### src/rtl/uart_pkg.sv
// -----------------------------------------------------------------------------
// uart_pkg
// Types and line levels shared by the UART transmitter and receiver.
//   tx_state_t     : transmitter FSM states
//   UART_IDLE_LVL  : level of an idle line and of stop bits
//   UART_START_LVL : level of the start bit
// -----------------------------------------------------------------------------
package uart_pkg;

    typedef enum logic [2:0] {
        IDLE,
        PEND,
        START,
        DATA,
        PARITY,
        STOP
    } tx_state_t;

    localparam logic UART_IDLE_LVL  = 1'b1;
    localparam logic UART_START_LVL = 1'b0;

endpackage

### src/rtl/uart_tx_if.sv
// -----------------------------------------------------------------------------
// uart_tx_if
// Valid/ready byte handshake into the UART transmitter.
//   tx_data  : byte to send, sampled only on the accepting edge
//   tx_valid : tx_data valid
//   tx_ready : transmitter can accept a byte
// Modports: master (byte producer), slave (uart_tx).
// -----------------------------------------------------------------------------
interface uart_tx_if #(
    parameter int DATA_BITS = 8
) ();

    logic [DATA_BITS-1:0] tx_data;
    logic                 tx_valid;
    logic                 tx_ready;

    modport master (
        output tx_data,
        output tx_valid,
        input  tx_ready
    );

    modport slave (
        input  tx_data,
        input  tx_valid,
        output tx_ready
    );

endinterface

### src/rtl/uart_bclk_edge.sv
// -----------------------------------------------------------------------------
// uart_bclk_edge
// Registers the baud square wave and flags its rising edge with a one-clk tick.
// bclk is already in the clk domain, so no synchroniser is needed.
//   clk    : system clock
//   reset  : asynchronous, active-high reset
//   bclk_i : baud square wave, one period per bit time
//   tick_o : high for one clk on each bclk rising edge
// -----------------------------------------------------------------------------
module uart_bclk_edge (
    input  logic clk,
    input  logic reset,
    input  logic bclk_i,
    output logic tick_o
);

    logic bclk_q;

    always_ff @(posedge clk or posedge reset) begin
        if (reset) begin
            bclk_q <= 1'b0;
        end else begin
            bclk_q <= bclk_i;
        end
    end

    assign tick_o = bclk_i & ~bclk_q;

endmodule

### src/rtl/uart_tx.sv
// -----------------------------------------------------------------------------
// uart_tx
// Serial UART transmitter. Accepts a byte over a valid/ready handshake and
// shifts it out LSB-first as start / data / [parity] / stop bits, one bit per
// bclk period. The line idles high.
//
// Parameters:
//   DATA_BITS  : data bits per frame (5..9)
//   STOP_BITS  : stop bits per frame (1 or 2)
//   PARITY_ODD : 0 = even, 1 = odd parity (parity build only)
// Ports:
//   clk     : system clock
//   reset   : asynchronous, active-high reset
//   bclk    : baud square wave from the rate generator, clk domain
//   bus     : uart_tx_if slave (tx_data, tx_valid, tx_ready)
//   tx      : registered serial output
//   tx_busy : a frame is pending or on the line
// Build option:
//   UART_TX_PARITY_EN : when defined, a parity bit is inserted after the data.
// -----------------------------------------------------------------------------
module uart_tx
    import uart_pkg::*;
#(
    parameter int DATA_BITS  = 8,
    parameter int STOP_BITS  = 1,
    parameter int PARITY_ODD = 0
) (
    input  logic     clk,
    input  logic     reset,
    input  logic     bclk,
    uart_tx_if.slave bus,
    output logic     tx,
    output logic     tx_busy
);

    if (DATA_BITS < 5 || DATA_BITS > 9) begin : g_bad_data_bits
        $fatal(1, "uart_tx: DATA_BITS must be in 5..9");
    end
    if (STOP_BITS < 1 || STOP_BITS > 2) begin : g_bad_stop_bits
        $fatal(1, "uart_tx: STOP_BITS must be 1 or 2");
    end
    if (PARITY_ODD < 0 || PARITY_ODD > 1) begin : g_bad_parity_odd
        $fatal(1, "uart_tx: PARITY_ODD must be 0 or 1");
    end

    localparam int               CNT_W     = $clog2(DATA_BITS);
    localparam logic [CNT_W-1:0] BIT_LAST  = CNT_W'(DATA_BITS - 1);
    localparam logic             STOP_LAST = 1'(STOP_BITS - 1);

    logic tick;

    tx_state_t            state_q,    state_d;
    logic [DATA_BITS-1:0] shreg_q,    shreg_d;
    logic [CNT_W-1:0]     bit_cnt_q,  bit_cnt_d;
    logic                 stop_cnt_q, stop_cnt_d;
    logic                 tx_q,       tx_d;
`ifdef UART_TX_PARITY_EN
    logic                 par_q,      par_d;
`endif

    uart_bclk_edge u_bclk_edge (
        .clk    (clk),
        .reset  (reset),
        .bclk_i (bclk),
        .tick_o (tick)
    );

    always_ff @(posedge clk or posedge reset) begin
        if (reset) begin
            state_q    <= IDLE;
            shreg_q    <= '0;
            bit_cnt_q  <= '0;
            stop_cnt_q <= 1'b0;
            tx_q       <= UART_IDLE_LVL;
        end else begin
            state_q    <= state_d;
            shreg_q    <= shreg_d;
            bit_cnt_q  <= bit_cnt_d;
            stop_cnt_q <= stop_cnt_d;
            tx_q       <= tx_d;
        end
    end

`ifdef UART_TX_PARITY_EN
    always_ff @(posedge clk or posedge reset) begin
        if (reset) begin
            par_q <= 1'b0;
        end else begin
            par_q <= par_d;
        end
    end
`endif

    // tx_d is the level for the bit interval that begins on this tick, so the
    // line only ever moves in the cycle after a tick.
    always_comb begin
        state_d    = state_q;
        shreg_d    = shreg_q;
        bit_cnt_d  = bit_cnt_q;
        stop_cnt_d = stop_cnt_q;
        tx_d       = tx_q;
`ifdef UART_TX_PARITY_EN
        par_d      = par_q;
`endif
        case (state_q)
            IDLE: begin
                tx_d = UART_IDLE_LVL;
                // Ready is high only here, so valid alone means a transfer.
                // A tick in the same cycle is deliberately dropped.
                if (bus.tx_valid) begin
                    state_d = PEND;
                    shreg_d = bus.tx_data;
`ifdef UART_TX_PARITY_EN
                    par_d   = (^bus.tx_data) ^ 1'(PARITY_ODD);
`endif
                end
            end
            PEND: begin
                if (tick) begin
                    state_d = START;
                    tx_d    = UART_START_LVL;
                end
            end
            START: begin
                if (tick) begin
                    state_d   = DATA;
                    tx_d      = shreg_q[0];
                    bit_cnt_d = '0;
                end
            end
            DATA: begin
                if (tick) begin
                    if (bit_cnt_q == BIT_LAST) begin
                        stop_cnt_d = 1'b0;
`ifdef UART_TX_PARITY_EN
                        state_d    = PARITY;
                        tx_d       = par_q;
`else
                        state_d    = STOP;
                        tx_d       = UART_IDLE_LVL;
`endif
                    end else begin
                        shreg_d   = shreg_q >> 1;
                        bit_cnt_d = bit_cnt_q + CNT_W'(1);
                        tx_d      = shreg_d[0];
                    end
                end
            end
`ifdef UART_TX_PARITY_EN
            PARITY: begin
                if (tick) begin
                    state_d    = STOP;
                    tx_d       = UART_IDLE_LVL;
                    stop_cnt_d = 1'b0;
                end
            end
`endif
            STOP: begin
                if (tick) begin
                    if (stop_cnt_q == STOP_LAST) begin
                        state_d    = IDLE;
                        stop_cnt_d = 1'b0;
                    end else begin
                        stop_cnt_d = stop_cnt_q + 1'b1;
                    end
                end
            end
            default: begin
                state_d = IDLE;
                tx_d    = UART_IDLE_LVL;
            end
        endcase
    end

    assign bus.tx_ready = (state_q == IDLE);
    assign tx_busy      = (state_q != IDLE);
    assign tx           = tx_q;

endmodule

### src/flat_wrapper.sv
// flat-port wrapper written by rule: the top's interface ports become plain ports
module uart_tx_flat import uart_pkg::*;
#(
    parameter int DATA_BITS  = 8,
    parameter int STOP_BITS  = 1,
    parameter int PARITY_ODD = 0
)
  (clk, reset, bclk, tx, tx_busy, bus_tx_data, bus_tx_valid, bus_tx_ready);
  uart_tx_if #(.DATA_BITS(DATA_BITS)) bus_i ();
  input  logic clk;
  input  logic reset;
  input  logic bclk;
  output logic tx;
  output logic tx_busy;
  input wire logic [$bits(bus_i.tx_data)-1:0] bus_tx_data;
  input wire logic [$bits(bus_i.tx_valid)-1:0] bus_tx_valid;
  output wire logic [$bits(bus_i.tx_ready)-1:0] bus_tx_ready;
  assign bus_i.tx_data = bus_tx_data;
  assign bus_i.tx_valid = bus_tx_valid;
  assign bus_tx_ready = bus_i.tx_ready;
  uart_tx #(.DATA_BITS(DATA_BITS), .STOP_BITS(STOP_BITS), .PARITY_ODD(PARITY_ODD)) u_core (.clk(clk), .reset(reset), .bclk(bclk), .bus(bus_i), .tx(tx), .tx_busy(tx_busy));
endmodule
### config.mk
export PLATFORM = sky130hd
export DESIGN_NAME = uart_tx_flat
export DESIGN_NICKNAME = d
export VERILOG_FILES = /design/src/rtl/uart_pkg.sv /design/src/rtl/uart_tx_if.sv /design/src/rtl/uart_bclk_edge.sv /design/src/rtl/uart_tx.sv /design/src/flat_wrapper.sv
export SDC_FILE = /design/constraint.sdc
export NUM_CORES = 1
export LEC_CHECK = 0
export CAP_MARGIN = 0
export CORE_MARGIN = 3
export CORE_UTILIZATION = 50
export CTS_CLUSTER_SIZE = 24
export DETAILED_ROUTE_END_ITERATION = 8
export GPL_ROUTABILITY_DRIVEN = 0
export PLACE_DENSITY_LB_ADDON = 0.3
export SYNTH_ARGS = -nofsm -noshare
export SYNTH_HDL_FRONTEND = slang
export SYNTH_SLANG_ARGS = --single-unit
### constraint.sdc
create_clock -name clk -period 1.89 [get_ports clk]
set_input_delay 0.189 -clock clk [delete_from_list [all_inputs] [get_ports clk]]
set_output_delay 0.189 -clock clk [all_outputs]
set_load 0.02 [all_outputs]
==> Word-level counts from Yosys, hierarchy flattened <==
Cells that the tools add are included.
{ "word_totals": {"ff_bits": 17, "input_bits": 12, "output_inout_bits": 3, "elab_cells": 60} }
{ "classes": {"n_addsub": 2, "n_eq_ne": 13, "n_mux": 26, "bitwise_logic": 3, "reduce_logical": 10} }
{ "ops": {"columns": ["operator", "count"], "rows": [
  ["2-to-1 mux 3 bit", 10],
  ["2-to-1 mux 8 bit", 3],
  ["case mux 8 bit (2 select lines)", 1],
  ["AND reduction 4 bit", 4],
  ["case mux 3 bit (5 select lines)", 1],
  ["!= test 2 x 1 -> 1 bit, second input constant", 5],
  ["2-to-1 mux 1 bit", 8],
  ["AND reduction 7 bit", 1],
  ["equality test 3 x 2 -> 1 bit, second input constant", 2],
  ["equality test 3 bit, second input constant", 2],
  ["!= test 2 bit, second input constant", 3],
  ["case mux 3 bit (2 select lines)", 1],
  ["nonzero test 2 bit", 3],
  ["case mux 1 bit (4 select lines)", 1],
  ["adder 3 x 1 -> 3 bit, second input constant", 1],
  ["equality test 3 x 1 -> 1 bit, second input constant", 1],
  ["logical NOT 3 bit", 1],
  ["nonzero test 3 bit", 1],
  ["NOT 1 bit", 2],
  ["case mux 1 bit (2 select lines)", 1],
  ["adder 1 bit, second input constant", 1],
  ["AND 1 bit", 1]
]} }

==> Longest topological paths before layout <==
{ "depth": {"word_depth": 4, "mapped_depth": 6} }

==> By module <==
From an unflattened synthesis, not the netlist that was laid out.
{ "unflattened": {"cells_unflattened": 77, "area_unflattened_um2": 900.9} }
{ "modules_own_cells": {"columns": ["mod", "instances", "cells_each", "area_each_um2", "seq_area_each_um2"], "rows": [
  ["uart_tx", 1, 74, 858.3, 376.6],
  ["uart_bclk_edge", 1, 3, 42.5, 25.0]
]} }

==> Least setup slack after synthesis <==
No wires, ideal clock.
{ "synth_path": {"path_kind": "register -> register", "startpoint": "register u_core.state_q[2]", "endpoint": "register u_core.shreg_q[0]", "arrival_time_ns": 1.659, "required_ns": 1.765, "path_slack_ns": 0.106, "path_stages_with_launch": 6, "n_path_buf": 1, "period_less_slack_ns": 1.784, "path_cell_list": "dfrtp_1 -> or3_1 -> inv_1 -> a32o_1 -> buf_6 -> mux2_4"} }
{ "synth_between": {"elab_chain_len": 3} }
{ "synth_lines": {"columns": ["element", "line_no", "rtl"], "rows": [
  ["start, declared", "uart_tx.sv:52", "tx_state_t state_q, state_d;"],
  ["start signal, assigned", "uart_tx.sv:76", "state_q <= state_d;"],
  ["logical NOT 3 bit (*)", null, null],
  ["via bus_tx_ready", "flat_wrapper.sv:17", "output wire logic [$bits(bus_i.tx_ready)-1:0] bus_tx_ready;"],
  ["!= test 2 bit (no line) / nonzero test 2 bit (equally long branches)", null, null],
  ["AND reduction 4 bit (no line)", null, null],
  ["end signal, assigned", "uart_tx.sv:77", "shreg_q <= shreg_d;"],
  ["end, declared", "uart_tx.sv:53", "logic [DATA_BITS-1:0] shreg_q, shreg_d;"]
]} }
Mark *: on every way through the listed nets, which the timed path passes. The rest lies on a longest branch.
A chain may end at the register's enable or synchronous reset.

==> Final worst setup path <==
{ "layout_path": {"startpoint": "register u_core.bit_cnt_q[0]", "endpoint": "register u_core.shreg_q[0]"} }
{ "layout_between": {"elab_chain_len": 3} }
{ "layout_lines": {"columns": ["element", "line_no", "rtl"], "rows": [
  ["start, declared", "uart_tx.sv:54", "logic [CNT_W-1:0] bit_cnt_q, bit_cnt_d;"],
  ["start signal, assigned", "uart_tx.sv:78", "bit_cnt_q <= bit_cnt_d;"],
  ["equality test 3 bit", "uart_tx.sv:133", "if (bit_cnt_q == BIT_LAST) begin"],
  ["!= test 2 bit (no line)", null, null],
  ["AND reduction 4 bit (no line)", null, null]
]} }
No other way between the ends.

==> key figures <==
Logic synthesis
  – Syn. warnings: 0
  – Mean Syn Cell Area: 12.7 um^2
  – Synth Register Bits: 16
  – Seq/Total Area, Yosys: 46.4%
  – Net Count, Synth: 82
  – Syn Inst Count: 68
  – Synth cell types: 30
  – Post-Syn Area: 866 um^2

Floorplanning
  – Initial Util: 55.5%
  – Site Rows: 14
  – Die X-Extent: 47.6 um
  – Die area: 2270 um^2
  – Core area: 1560 um^2
  – IO Count: 15
  – Chip height: 47.6 um

Critical path
  – WS Path Type: reg2reg
  – Req. time, crit path: 2.07 ns
  – CP max FO: 8
  – Worst Path Buf+Inv: 2
  – Crit. End Element: flop
  – Crit-path slowest cell: dfrtp_1
  – Critical-path cell list: ha_1 > ha_1 > inv_1 > a32o_1 > buf_4 > mux2_4
  – CP Launch Type: flop
  – Crit path DAT: 1.90 ns
  – R2r setup slk: 0.17 ns
  – Peak per-stage delay on the critical path: 0.40 ns
  – Most common cell on crit path: ha_1
  – Top Family by Delay on Critical Path: adder cells

Power
  – Power per Cell Area: 1460 nW/um^2
  – Power share of the clock group: 14.8%
  – Logic pwr share: 48.5%
  – Sequential share of power: 36.7%
  – Leakage: 0.490 nW
  – Worst VDD drop: 0.812 mV
  – Sw Ratio: 32.8%
  – P_sw: 0.000509 W
  – Power Internal: 0.00104 W

Finish
  – Synth-to-layout area growth: 22.7%
  – Post-layout util: 68.1%
  – Final Cell Area: 1060 um^2
  – Finished Layout Cells: 102
  – Nets@finish: 101
  – Fill cells: 119
  – N_diodes: 0
  – Layout cell share with drive strength beyond 1: 22.1%

Status
  – Outcome: finished clean

Timing
  – Post-route worst setup slack: 0.169 ns
  – Fin crit share: 91.0%
  – Finish-stage setup viols: 0
  – Unrepaired setup endpoints after global routing: no
  – Max Clk Rate: 581 MHz
  – Worst-Margin Slew: 0.611 ns
  – Final min period: 1.72 ns
  – Max-slew headroom: 59.2%
  – Clk_skew: 0.000457 ns
  – Setup TNS: 0 ns
  – Final hold vios: 0
  – Final Max Slew Viols: 0

Place
  – Setup WS pre-CTS: 0.113 ns
  – Post-DP HPWL: 1170 um
  – PortBufs: 14
  – Area after DPL: 1020 um^2
  – DP Cell Count: 98

Flow run
  – Maxcap violations: 0

GRT
  – Grt ovf: 0
  – Antenna violations before repair: 0
  – Gr usage total: 17.4%
  – Vias in the first global route: 593
  – Largest net degree at the start of global routing: 17
  – First-pass GRT wire length: 2640 um

Drt
  – Final ANT Viol Nets: 0
  – Via count: 580
  – DR pass1 iterations: 4
  – DR WL/cell: 15.3 um
  – Post-route DRC: 0
  – Routed vias/inst: 5.69
  – Routed wire length: 1560 um
  – DRT iter0 DRCs: 5

Clocking
  – CTS H-tree lvls: 1
  – Total CTS buffers: 3
  – Clk_lat worst skew: 0.29 ns
  – Clock-pin slew on the worst setup and hold paths: 0.10 ns
  – Root Driver: clkbuf_4
  – CTS tree: yes
  – Post-CTS setup buffer count: 0
  – Bufs on Longest Clock Path: 2
  – Post-CTS Resized: 1
  – Post-CTS Hold Buffers: 0
  – Clock sink count: 16

Hold path
  – HP Class: in2async
## final timing paths
path,start,end,cells past startpoint
setup reg to reg,u_core.bit_cnt_q[0],u_core.shreg_q[0],6
hold reg to reg,u_core.bit_cnt_q[1],u_core.bit_cnt_q[1],1
max in group asynchronous,reset,u_core.shreg_q[1],2
min in group clk,bclk,u_core.u_bclk_edge.bclk_q,1
setup / recovery,u_core.bit_cnt_q[0],u_core.shreg_q[0],6
hold / removal,reset,u_core.bit_cnt_q[0],2
## state kept, by name (all words and copies together) (netlist names)
name and flops:
u_core.tx 1, u_core.shreg_q 8, u_core.u_bclk_edge.bclk_q 1, u_core.bit_cnt_q 3, u_core.state_q 3
## logic make-up (layout without fill, tap and decap cells)
kind of cell               Yosys count  count (layout)  synth area share [%]
AOI/OAI and AO/OA                   10              10                  9.11
adders and majority gates            2               2                  2.89
muxes                               17              17                  24.9
and+or+nand+nor                     16              16                  12.3
DFF                                 16              16                  46.4
buffers and inverters                7              25                  4.48
## per-stage QoR
| step | hold slack [ns] | power, W |
|---|---|---|
| floorplan | 0.102 | 0.00115 |
| global placement | 0.492 | 0.00129 |
| detailed placement | 0.502 | 0.00133 |
| CTS | 0.280 | 0.00156 |
| global route | 0.302 | 0.00167 |
| finish | 0.262 | 0.00155 |
## metal layers
layer | track usage (%) | part of all wire, %
met5 | 0 | 0
met4 | 5.91 | 0.83
met1 | 20.6 | 45
met2 | 28.6 | 50
met3 | 7.14 | 4.9
## worst register-to-register path: cells and delay by family, from the launching register on
kind | cells | cell delay [ns]
adder cells (fa/ha/maj) | 2 | 0.45
multiplexers | 1 | 0.32
AO/OA/AOI/OAI | 1 | 0.16
flip-flops | 1 | 0.40
buffers and inverters | 2 | 0.28
## power groups by stage
stage	sequential, W	combinational [W]	clock, W
3_3_place_gp	0.000566	0.000722	0
6_report	0.000569	0.000753	0.000229
2_1_floorplan	0.000564	0.000590	0
4_1_cts	0.000571	0.000759	0.000234
3_5_place_dp	0.000578	0.000751	0
5_1_grt	0.000589	0.000833	0.000245
## layout make-up
cell class | count | area [um^2] | share of cell area (%)
inverter | 4 | 15.0 | 1.41
multi-input combinational | 45 | 425 | 40.0
timing repair buffer | 17 | 164 | 15.4
sequential | 16 | 402 | 37.8
clock buffer | 4 | 36.3 | 3.42
tap | 16 | 20.0 | 1.88
## synth_stat cells
cell type | number | area share, %
dfrtp_1 | 15 | 43
and3_1 | 1 | 0.72
a22oi_1 | 1 | 0.87
nand3b_2 | 1 | 1.3
a22o_1 | 2 | 2.0
mux2_4 | 7 | 12
or3_1 | 1 | 0.72
a32o_1 | 1 | 1.2
mux2_2 | 2 | 2.6
and4_1 | 1 | 1.0
nand2_1 | 3 | 1.3
o22a_1 | 1 | 1.0
nor2b_1 | 2 | 1.4
a2111oi_0 | 1 | 1.0
nor2_1 | 2 | 0.87
ha_1 | 2 | 2.9
mux2i_1 | 2 | 2.3
mux2_1 | 6 | 7.8
a21oi_1 | 2 | 1.2
dfstp_2 | 1 | 3.0
inv_1 | 4 | 1.7
nor3_1 | 1 | 0.58
buf_4 | 1 | 0.87
buf_2 | 1 | 0.58
nor3b_1 | 2 | 1.7
and2_1 | 1 | 0.72
buf_6 | 1 | 1.3
o21a_1 | 1 | 0.87
and4bb_4 | 1 | 1.9
o2bb2ai_1 | 1 | 1.0
## layout by cell type (no fill, tap or decap), types with 3 or more instances in the layout
master,count
mux2_4,7
nand2_1,3
buf_4,3
dfrtp_1,15
clkdlybuf4s50_1,12
inv_1,4
clkbuf_4,3
mux2_1,6
No activity file was read; power rests on OpenSTA's default activity.
